`config.mk`:
```
export PLATFORM = sky130hd
export DESIGN_NAME = dct_avalon_master
export DESIGN_NICKNAME = d
export VERILOG_FILES = /design/src/rtl/dct_avalon_master.sv
export SDC_FILE = /design/constraint.sdc
export NUM_CORES = 1
export LEC_CHECK = 0
export ABC_AREA = 1
export BUFFER_PORTS_ARGS = -buffer_cell sky130_fd_sc_hd__buf_2
export CORE_MARGIN = 3
export CORE_UTILIZATION = 30
export CTS_CLUSTER_DIAMETER = 60
export CTS_CLUSTER_SIZE = 25
export DETAILED_ROUTE_END_ITERATION = 8
export HOLD_SLACK_MARGIN = 0.15
export PLACE_DENSITY = 0.52
export SLEW_MARGIN = 10
export SYNTH_ARGS = -nofsm -noshare
export SYNTH_HDL_FRONTEND = slang
export SYNTH_SLANG_ARGS = --single-unit
```
`constraint.sdc`:
```
create_clock -name Clock -period 2.4 [get_ports Clock]
set_input_delay 0.36 -clock Clock [delete_from_list [all_inputs] [get_ports Clock]]
set_output_delay 0.36 -clock Clock [all_outputs]
set_load 0.005 [all_outputs]
```
`src/rtl/dct_avalon_master.sv`:
```
// -----------------------------------------------------------------------------
// dct_avalon_master
//
// Avalon-MM initiator that sequences one complete transform on an avalon_dct
// responder: on an accepted start it writes the fixed-point integer-bit count
// (address 2) and the log2 transform size (address 0). It then streams
// 2^log2n samples into address 1. Finally it reads coefficients 0..nout-1
// back and offers each one on a valid/ready output stream.
//
// Ports
//   Clock, ResetN          rising-edge clock, asynchronous active-low reset
//   start                  one-cycle request, honoured only while idle
//   cfg_m/log2n/nout       run configuration, latched on an accepted start
//   in_valid/ready/data    sample stream into the transform
//   av_*                   Avalon-MM initiator port towards the DCT
//   out_valid/ready        coefficient stream handshake
//   out_data/out_index     coefficient value and its index k
//   busy                   high whenever a run is in progress
//   err                    one-cycle pulse when a start had a bad config
// -----------------------------------------------------------------------------
module dct_avalon_master #(
  parameter int NBITS  = 16,
  parameter int ADDRW  = 8,
  parameter int MAXLOG = 6
) (
  input  logic             Clock,
  input  logic             ResetN,
  input  logic             start,
  input  logic [NBITS-1:0] cfg_m,
  input  logic [3:0]       cfg_log2n,
  input  logic [ADDRW-1:0] cfg_nout,
  input  logic             in_valid,
  output logic             in_ready,
  input  logic [NBITS-1:0] in_data,
  output logic [ADDRW-1:0] av_addr,
  output logic             av_read,
  output logic             av_write,
  output logic [NBITS-1:0] av_writedata,
  input  logic [NBITS-1:0] av_readdata,
  input  logic             av_done,
  output logic             out_valid,
  input  logic             out_ready,
  output logic [NBITS-1:0] out_data,
  output logic [ADDRW-1:0] out_index,
  output logic             busy,
  output logic             err
);

  typedef enum logic [2:0] {
    S_IDLE    = 3'd0,
    S_WR_M    = 3'd1,
    S_WR_SIZE = 3'd2,
    S_WR_SAMP = 3'd3,
    S_RD_REQ  = 3'd4,
    S_OUT     = 3'd5
  } state_t;

  // Sample counter carries one extra bit so a full 2^MAXLOG load does not wrap.
  localparam int CW = MAXLOG + 1;

  localparam logic [ADDRW-1:0] ADDR_SIZE = {ADDRW{1'b0}};
  localparam logic [ADDRW-1:0] ADDR_SAMP = {{(ADDRW-1){1'b0}}, 1'b1};
  localparam logic [ADDRW-1:0] ADDR_M    = {{(ADDRW-2){1'b0}}, 2'b10};
  localparam logic [ADDRW-1:0] ONE_A     = {{(ADDRW-1){1'b0}}, 1'b1};
  localparam logic [CW-1:0]    ONE_C     = {{(CW-1){1'b0}}, 1'b1};

  state_t           state_r;
  logic [3:0]       log2n_r;
  logic [ADDRW-1:0] nout_r;
  logic [ADDRW-1:0] k_r;
  logic [CW-1:0]    cnt_r;
  logic [ADDRW-1:0] addr_r;
  logic             read_r;
  logic             cfg_wr_r;
  logic [NBITS-1:0] cfg_wdata_r;
  logic             out_valid_r;
  logic [NBITS-1:0] out_data_r;
  logic [ADDRW-1:0] out_index_r;
  logic             busy_r;
  logic             err_r;

  logic             cfg_ok_s;
  logic [ADDRW:0]   nmax_s;
  logic [CW-1:0]    nsamp_s;
  logic [CW-1:0]    cnt_next_s;
  logic [ADDRW-1:0] k_next_s;
  logic             samp_phase_s;

  assign nmax_s       = {{ADDRW{1'b0}}, 1'b1} << cfg_log2n;
  assign nsamp_s      = ONE_C << log2n_r;
  assign cnt_next_s   = cnt_r + ONE_C;
  assign k_next_s     = k_r + ONE_A;
  assign samp_phase_s = (state_r == S_WR_SAMP);

  // Validate the requested configuration before a run is allowed to begin.
  always_comb begin
    cfg_ok_s = 1'b1;
    if ((cfg_log2n == 4'd0) || (cfg_log2n > 4'(MAXLOG)) ||
        (cfg_nout == {ADDRW{1'b0}}) || ({1'b0, cfg_nout} > nmax_s)) begin
      cfg_ok_s = 1'b0;
    end else begin
      cfg_ok_s = 1'b1;
    end
  end

  // During sample streaming the write strobe and data follow the input stream
  // directly so a sample is written in the same cycle it is accepted.
  assign in_ready     = samp_phase_s;
  assign av_write     = samp_phase_s ? in_valid : cfg_wr_r;
  assign av_writedata = samp_phase_s ? in_data  : cfg_wdata_r;
  assign av_addr      = addr_r;
  assign av_read      = read_r;
  assign out_valid    = out_valid_r;
  assign out_data     = out_data_r;
  assign out_index    = out_index_r;
  assign busy         = busy_r;
  assign err          = err_r;

  // Run sequencer: config writes, sample load, then read/present per coefficient.
  always_ff @(posedge Clock or negedge ResetN) begin
    if (!ResetN) begin
      state_r     <= S_IDLE;
      log2n_r     <= 4'd0;
      nout_r      <= {ADDRW{1'b0}};
      k_r         <= {ADDRW{1'b0}};
      cnt_r       <= {CW{1'b0}};
      addr_r      <= {ADDRW{1'b0}};
      read_r      <= 1'b0;
      cfg_wr_r    <= 1'b0;
      cfg_wdata_r <= {NBITS{1'b0}};
      out_valid_r <= 1'b0;
      out_data_r  <= {NBITS{1'b0}};
      out_index_r <= {ADDRW{1'b0}};
      busy_r      <= 1'b0;
      err_r       <= 1'b0;
    end else begin
      err_r <= 1'b0;
      case (state_r)
        S_IDLE: begin
          if (start && cfg_ok_s) begin
            log2n_r     <= cfg_log2n;
            nout_r      <= cfg_nout;
            k_r         <= {ADDRW{1'b0}};
            cnt_r       <= {CW{1'b0}};
            addr_r      <= ADDR_M;
            cfg_wr_r    <= 1'b1;
            cfg_wdata_r <= cfg_m;
            busy_r      <= 1'b1;
            state_r     <= S_WR_M;
          end else if (start) begin
            err_r <= 1'b1;
          end
        end
        S_WR_M: begin
          addr_r      <= ADDR_SIZE;
          cfg_wdata_r <= {{(NBITS-4){1'b0}}, log2n_r};
          state_r     <= S_WR_SIZE;
        end
        S_WR_SIZE: begin
          addr_r      <= ADDR_SAMP;
          cfg_wr_r    <= 1'b0;
          cfg_wdata_r <= {NBITS{1'b0}};
          state_r     <= S_WR_SAMP;
        end
        S_WR_SAMP: begin
          if (in_valid && (cnt_next_s == nsamp_s)) begin
            cnt_r   <= {CW{1'b0}};
            addr_r  <= k_r;
            read_r  <= 1'b1;
            state_r <= S_RD_REQ;
          end else if (in_valid) begin
            cnt_r <= cnt_next_s;
          end
        end
        S_RD_REQ: begin
          // Address and read stay put until the responder answers.
          if (av_done) begin
            out_data_r  <= av_readdata;
            out_index_r <= k_r;
            out_valid_r <= 1'b1;
            read_r      <= 1'b0;
            state_r     <= S_OUT;
          end
        end
        S_OUT: begin
          if (out_ready && (k_next_s == nout_r)) begin
            out_valid_r <= 1'b0;
            addr_r      <= {ADDRW{1'b0}};
            busy_r      <= 1'b0;
            state_r     <= S_IDLE;
          end else if (out_ready) begin
            out_valid_r <= 1'b0;
            k_r         <= k_next_s;
            addr_r      <= k_next_s;
            read_r      <= 1'b1;
            state_r     <= S_RD_REQ;
          end
        end
        default: begin
          read_r      <= 1'b0;
          cfg_wr_r    <= 1'b0;
          out_valid_r <= 1'b0;
          busy_r      <= 1'b0;
          state_r     <= S_IDLE;
        end
      endcase
    end
  end

endmodule

```
## Word level (Yosys, flattened, before mapping)

Cells that the tools add are included.

- Add/subtract/negate cells: 2
- $lt $le $gt $ge: 2
- Equality and inequality tests: 15
- Shift-type cells: 2
- Muxes and demuxes: 39
- Bitwise logic cells: 4
- Reductions and logical operators: 28

Operators by type and width:

| operator | count |
|---|---|
| 8-bit 2-to-1 mux | 6 |
| 16-bit case mux with 3 select lines | 1 |
| 8-bit case mux with 5 select lines | 1 |
| 16-bit 2-to-1 mux | 2 |
| 7-bit 2-to-1 mux | 3 |
| 3-bit case mux with 6 select lines | 1 |
| 8-bit case mux with 2 select lines | 1 |
| 3-bit 2-to-1 mux | 5 |
| 1-bit 2-to-1 mux | 14 |
| 7-bit case mux with 2 select lines | 1 |
| 4-bit AND reduction | 3 |
| 4-bit OR reduction | 3 |
| 2-bit inequality test (second input constant) | 5 |
| 8-bit by 9-bit greater-than comparator with 1-bit output | 1 |
| 3-bit AND reduction | 3 |
| 1-bit by 4-bit left shift with 9-bit output (first input constant) | 1 |
| 8-bit by 1-bit adder with 8-bit output (second input constant) | 1 |
| 8-bit == test | 1 |
| 8-bit zero test | 1 |
| 2-bit AND reduction | 4 |
| 7-bit by 1-bit adder with 7-bit output (second input constant) | 1 |
| 7-bit == test | 1 |
| 1-bit by 4-bit left shift with 7-bit output (first input constant) | 1 |
| 3-bit by 2-bit == test with 1-bit output (second input constant) | 2 |
| 19 further kinds | 29 |

- Flip-flop bits (word level): 83
- Input port bits: 66
- Output and inout bits: 54
- Word-level logic and storage cells: 106

## Longest topological paths before layout

- Depth in word-level cells: 8
- Depth in mapped cells: 19
- Gate-level depth less buffers: 19

## Least setup slack after synthesis

Ideal clock, no wire load.

- Path type: input port to flip-flop
- Start: input port cfg_log2n[3]
- End: register busy_r (netlist: busy)
- Setup time: 141 ps
- Arrival time: 1918 ps
- Required time: 2259 ps
- Path slack: 340 ps
- Cell stages on the path: 15
- Path buffers: 1
- Path through: inv_1 -> nand2_1 -> inv_1 -> nand2_1 -> ha_1 -> nand2_1 -> nor2_1 -> nand2_1 -> nand3_1 -> nand2_1 -> nand2_1 -> nand2_1 -> nand4_1 -> clkbuf_1 -> a22oi_1

- Cells in the longest elaborated chain, start to end: 8
- Elaborated cells between the ends (all ways): 11
- Those cells by class: order compare: 2; eq/ne: 1; shift: 1; mux: 1; reduce/logical: 6

RTL lines:

| item | RTL line | RTL |
|---|---|---|
| from (decl) | 30 | `input logic [3:0] cfg_log2n,` |
| branches (longest 3 deep; another with 8-bit by 9-bit greater-than comparator with 1-bit output) | n/a |  |
| 1-bit logical OR (*) | 99 | `(cfg_nout == {ADDRW{1'b0}}) \|\| ({1'b0, cfg_nout} > nmax_s)) begin` |
| 1-bit 2-to-1 mux (*) | 98 | `if ((cfg_log2n == 4'd0) \|\| (cfg_log2n > 4'(MAXLOG)) \|\|` |
| 1-bit logical AND (*) | 140 | `if (start && cfg_ok_s) begin` |
| 2-bit inequality test (no line) (*) | n/a |  |
| 3-bit AND reduction (no line) (*) | n/a |  |
| to (signal assigned) | 134 | `busy_r <= 1'b0;` |
| to (signal assigned) | 148 | `busy_r <= 1'b1;` |
| to (signal assigned) | 189 | `busy_r <= 1'b0;` |
| to (decl) | 79 | `logic busy_r;` |

Every way passes the cells marked *.
A chain may end at the register's enable or synchronous reset.

## Worst setup path after layout

- Start: register state_r[1]
- End: output port av_write

- Cells in the longest elaborated chain, start to end: 2

RTL lines:

| item | RTL line | RTL |
|---|---|---|
| from (decl) | 67 | `state_t state_r;` |
| from (signal assigned) | 122 | `state_r <= S_IDLE;` |
| from (signal assigned) | 149 | `state_r <= S_WR_M;` |
| from (signal assigned) | 157 | `state_r <= S_WR_SIZE;` |
| 3-bit by 2-bit == test with 1-bit output | 93 | `assign samp_phase_s = (state_r == S_WR_SAMP);` |
| 1-bit 2-to-1 mux | 109 | `assign av_write = samp_phase_s ? in_valid : cfg_wr_r;` |
| to (decl) | 37 | `output logic av_write,` |

Every way passes these cells.

==> summary by stage <==
Outcome
The run finished with clean final reports.

Timing
The final sum of negative setup slack is 0 ns. The relative max-transition margin is between 60% and 70%. On the final layout, the worst clock skew is around 0.009 ns.

The number of failing hold endpoints at the final stage is 0. The final setup violation count is 0. Setup repair after global routing left no endpoint under its margin.

The maximum clock frequency is ~0.44 GHz. The number of slew-limit violations in the final report is 0. Dividing the final minimum period by the clock period gives a little over nine tenths. The worst path setup slack after routing is around 0.14 ns. The post-layout minimum cycle time is 2.26 ns. The slew at the pin closest to its max-slew limit is 0.494 ns.

Placement
The wire-length estimate of the detail-placed layout is 9.45 mm. The placed standard-cell area is 5600 um2. At the end of routability-driven placement, the weighted congestion stood at roughly 0.84.

Timing analysis after detailed placement gives a worst setup slack of about 0.055 ns. In this run, placement finished with an instance count of approximately 1000. The count of buffers added on input and output ports is 119.

GRT
The first global-routing pass estimated 20.1 mm of wire. In the global route stage, met1 resource usage came out at 21.6%. The pin count of the biggest net entering global routing is 39. The aggregate global routing overflow is 0.

The number of global-route vias before repair was 4006. After global routing, the most crowded layer is met2. The initial antenna violation count is 0. The global-route met3 utilization is 3.98%.

The global-route track usage on met2 is 21.9%. Global routing used approximately 15% of the available tracks across all layers.

Synth
By instance count, the leading cell after synthesis is nand2_1. Of the post-synthesis cell area, the dominant cell type holds 44.4%. The count of flip-flops with a built-in enable after synthesis is 0. Counting distinct cell types in the post-synthesis netlist gives 33. The count of yosys warnings during synthesis is 0. Synthesis produced a netlist whose cell count is 641. The commonest cells after synthesis are nand2_1, dfrtp_1, inv_1, nor2_1, o21ai_0. The async set or reset register ratio after synthesis is 100%. Synthesis produced a netlist with a net count of 717. The post-synthesis average cell area is 7.30 um2. Of the synthesized area, sequential elements account for 44.4%. The dominant cell type by area after synthesis is dfrtp_1. The synthesized cell area is 4680 um2.

By area the synthesized netlist is led by dfrtp_1, nand2_1, inv_1, o21ai_0, nand3_1. The most used flip-flop cell after synthesis is dfrtp_1. After synthesis the netlist holds a flip-flop and latch count of 83.

Power
For this design the ratio of total power to cell area is 1090 nW/um2. The worst voltage drop across the vdd grid is 0.519 mV. In this run the static leakage power is about 3.2 nW.

Critical path
The buffer and inverter count on the worst path is 5. The largest individual stage delay along the critical path comes from the cell dfrtp_1. In this design, the stage delay of the slowest critical-path cell is about 0.41 ns.

The worst register-to-register path begins at cnt_r[0]. Along the worst path, the maximum fanout reaches 13. The number of cells on the worst reg-to-reg path is 14. Walking the worst path, the cells encountered are inv_1 -> nor2_1 -> inv_1 -> nor2_4 -> clkinvlp_4 -> buf_4 -> nand2_1 -> nand2_1 -> buf_2. STA classifies the critical path endpoint as an output port. The cell family contributing the most delay on the critical path is buffers and inverters. The endpoint identified for the worst register-to-register timing path is cnt_r[5]. The critical path data required time is 2.04 ns. The critical path arrival is 1.90 ns. The critical path in this run is classified as flip-flop to output port. The most critical setup path has its startpoint at state_r[1].

The element type at the critical path start is a flip-flop. The setup check on the worst reg-to-reg path leaves a slack of 0.34 ns.

Clocking
Clock latency on the worst-skew pair, taken at its later pin, is 0.35 ns. The number of H-tree branching levels is 3. The maximum clock path buffer count is 2. The clock net in this run drives a total of 83 sinks.

Clock tree synthesis selected as its root buffer the cell clkbuf_16. Clock-pin slew was measured on the worst setup and hold paths at 0.06 ns. TritonCTS built the clock tree. The number of clock buffers added by TritonCTS is 9.

Drt
The final routed wire length divided by cell count is roughly 12 um. The final route contains 4337 vias. The final routed wirelength across all metal layers is 12.3 mm.

In the routed design, unresolved DRC markers number 0. The pre-antenna-repair detailed-routing pass consisted of 5 iterations. The number of vias per cell after detailed routing is 4.36. Once detail routing completed, the nets flagged for antenna violations numbered 0. The DRC violation total after the first TritonRoute iteration is 200.

Run
The max-capacitance violation count is 0.

Floorplan
The die footprint is 17100 um2. The placement row count is 45. Measured along the y axis, the die boundary spans 131 um. The core footprint is 15300 um2. During I/O placement, the number of pins put on the boundary was 120. Measured along the x axis, the die boundary spans 131 um. The initial utilization of the core area, before any placement, comes to 30.7%.

Final layout
The repair_antennas step left the layout with diodes totalling 0. Cells with a size suffix above 1 make up 24.9% of the layout. Fill cells in the final layout number 1642. The growth of design area from synthesis to finish is 27.7%. The final non-filler cell total is between 900 and 1000. For this run, the post-layout net count is between 800 and 900. The utilization after layout is 39.2%. With fillers left out, the area of the finished cells amounts to about 6000 um2.

Min path
The critical hold path startpoint is av_readdata[14]. The worst hold path belongs to the class input pin to flip-flop. The worst hold path was traced through 2 stages. The end point of the worst hold path is out_data[14].
-- logic make-up after synthesis --
| kind of cell | synth area share, % |
|---|---|
| AND/OR/NAND/NOR | 34.6 |
| buffers and inverters | 6.84 |
| flip-flops | 44.4 |
| AO/OA/AOI/OAI | 7.40 |
| multiplexers | 4.09 |
| adder cells (fa/ha/maj) | 2.67 |
-- registers in the layout (all words and copies together), names as in the netlist --
| name | cells |
|---|---|
| av_addr | 8 |
| cfg_wr_r | 1 |
| out_valid | 1 |
| av_read | 1 |
| out_index | 8 |
| busy | 1 |
| state_r | 3 |
| log2n_r | 4 |
| out_data | 16 |
| k_r | 8 |
| nout_r | 8 |
| err | 1 |
| cnt_r | 7 |
| cfg_wdata_r | 16 |
-- per-layer routing --
layer  up-vias  share of wire (%)
met1      1884                 50
met5         -                  0
met2       136                 42
li1       2306                  -
met3        11                6.5
met4         0                1.1
-- layout make-up --
cell class | instances | area (um2) | share of cell area [%]
inverter | 68 | 259 | 4.33
tap | 211 | 264 | 4.42
clock buffer | 9 | 225 | 3.77
timing repair inverter | 1 | 7.51 | 0.126
sequential | 83 | 2080 | 34.7
clock inverter | 7 | 81.3 | 1.36
timing repair buffer | 140 | 771 | 12.9
multi-input combinational | 475 | 2290 | 38.4
-- worst register-to-register path: stages (launching register included) --
cell and delay (ns):
dfrtp_1 0.44, ha_2 0.29, nor2_1 0.08, inv_1 0.06, nand2_1 0.09, nand2_1 0.08
nand2_1 0.05, inv_1 0.05, nand3_1 0.07, nor2_1 0.11, nand2_1 0.07, nand2_2 0.13
inv_1 0.10, nand2_1 0.20, o22ai_1 0.11
-- worst max-delay path by stage --
stage,endpoint,slack [ns],depth (start not counted)
floorplan,busy,0.34,15
global placement,k_r[5],0.09,16
detailed placement,k_r[1],0.05,17
CTS,av_write,0.10,9
global route,av_write,0.006,9
finish,av_write,0.14,9
-- layout by cell type (no fill, tap or decap), drive strengths merged, types with 2 or more instances in the layout --
| master | n |
|---|---|
| mux2 | 17 |
| dfrtp | 83 |
| buf | 139 |
| clkinvlp | 2 |
| a21boi | 2 |
| inv | 71 |
| clkinv | 2 |
| o21ai | 48 |
| nor2 | 52 |
| clkbuf | 9 |
| nand2 | 269 |
| o22ai | 5 |
| nand4 | 7 |
| nand3b | 5 |
| nand3 | 45 |
| ha | 10 |
| a21oi | 6 |
| and2 | 2 |
-- power by group --
part | total [W] | internal [W] | switching (W)
clock network | 0.00143 | 0.000826 | 0.000607
logic | 0.00293 | 0.00118 | 0.00175
registers | 0.00215 | 0.00185 | 0.000300
total | 0.00652 | 0.00386 | 0.00266
-- through the flow --
stage          hold slack, ns  total power (W)
2_1_floorplan          0.0644          0.00398
3_3_place_gp            0.362          0.00504
3_5_place_dp            0.364          0.00505
4_1_cts                 0.228          0.00662
5_1_grt                 0.232          0.00718
6_report                0.242          0.00652
-- timing repair --
action / CTS / global route
buffers inserted: 5 / 0
pin swaps: 0 / 0
setup endpoints to repair: 17 / 3
endpoints found under the hold margin: 35 / 0
gates resized for setup: 4 / 1
gates cloned: 1 / 0
hold buffers: 1 / 0
Note: power is estimated with default switching activity, not from simulation.
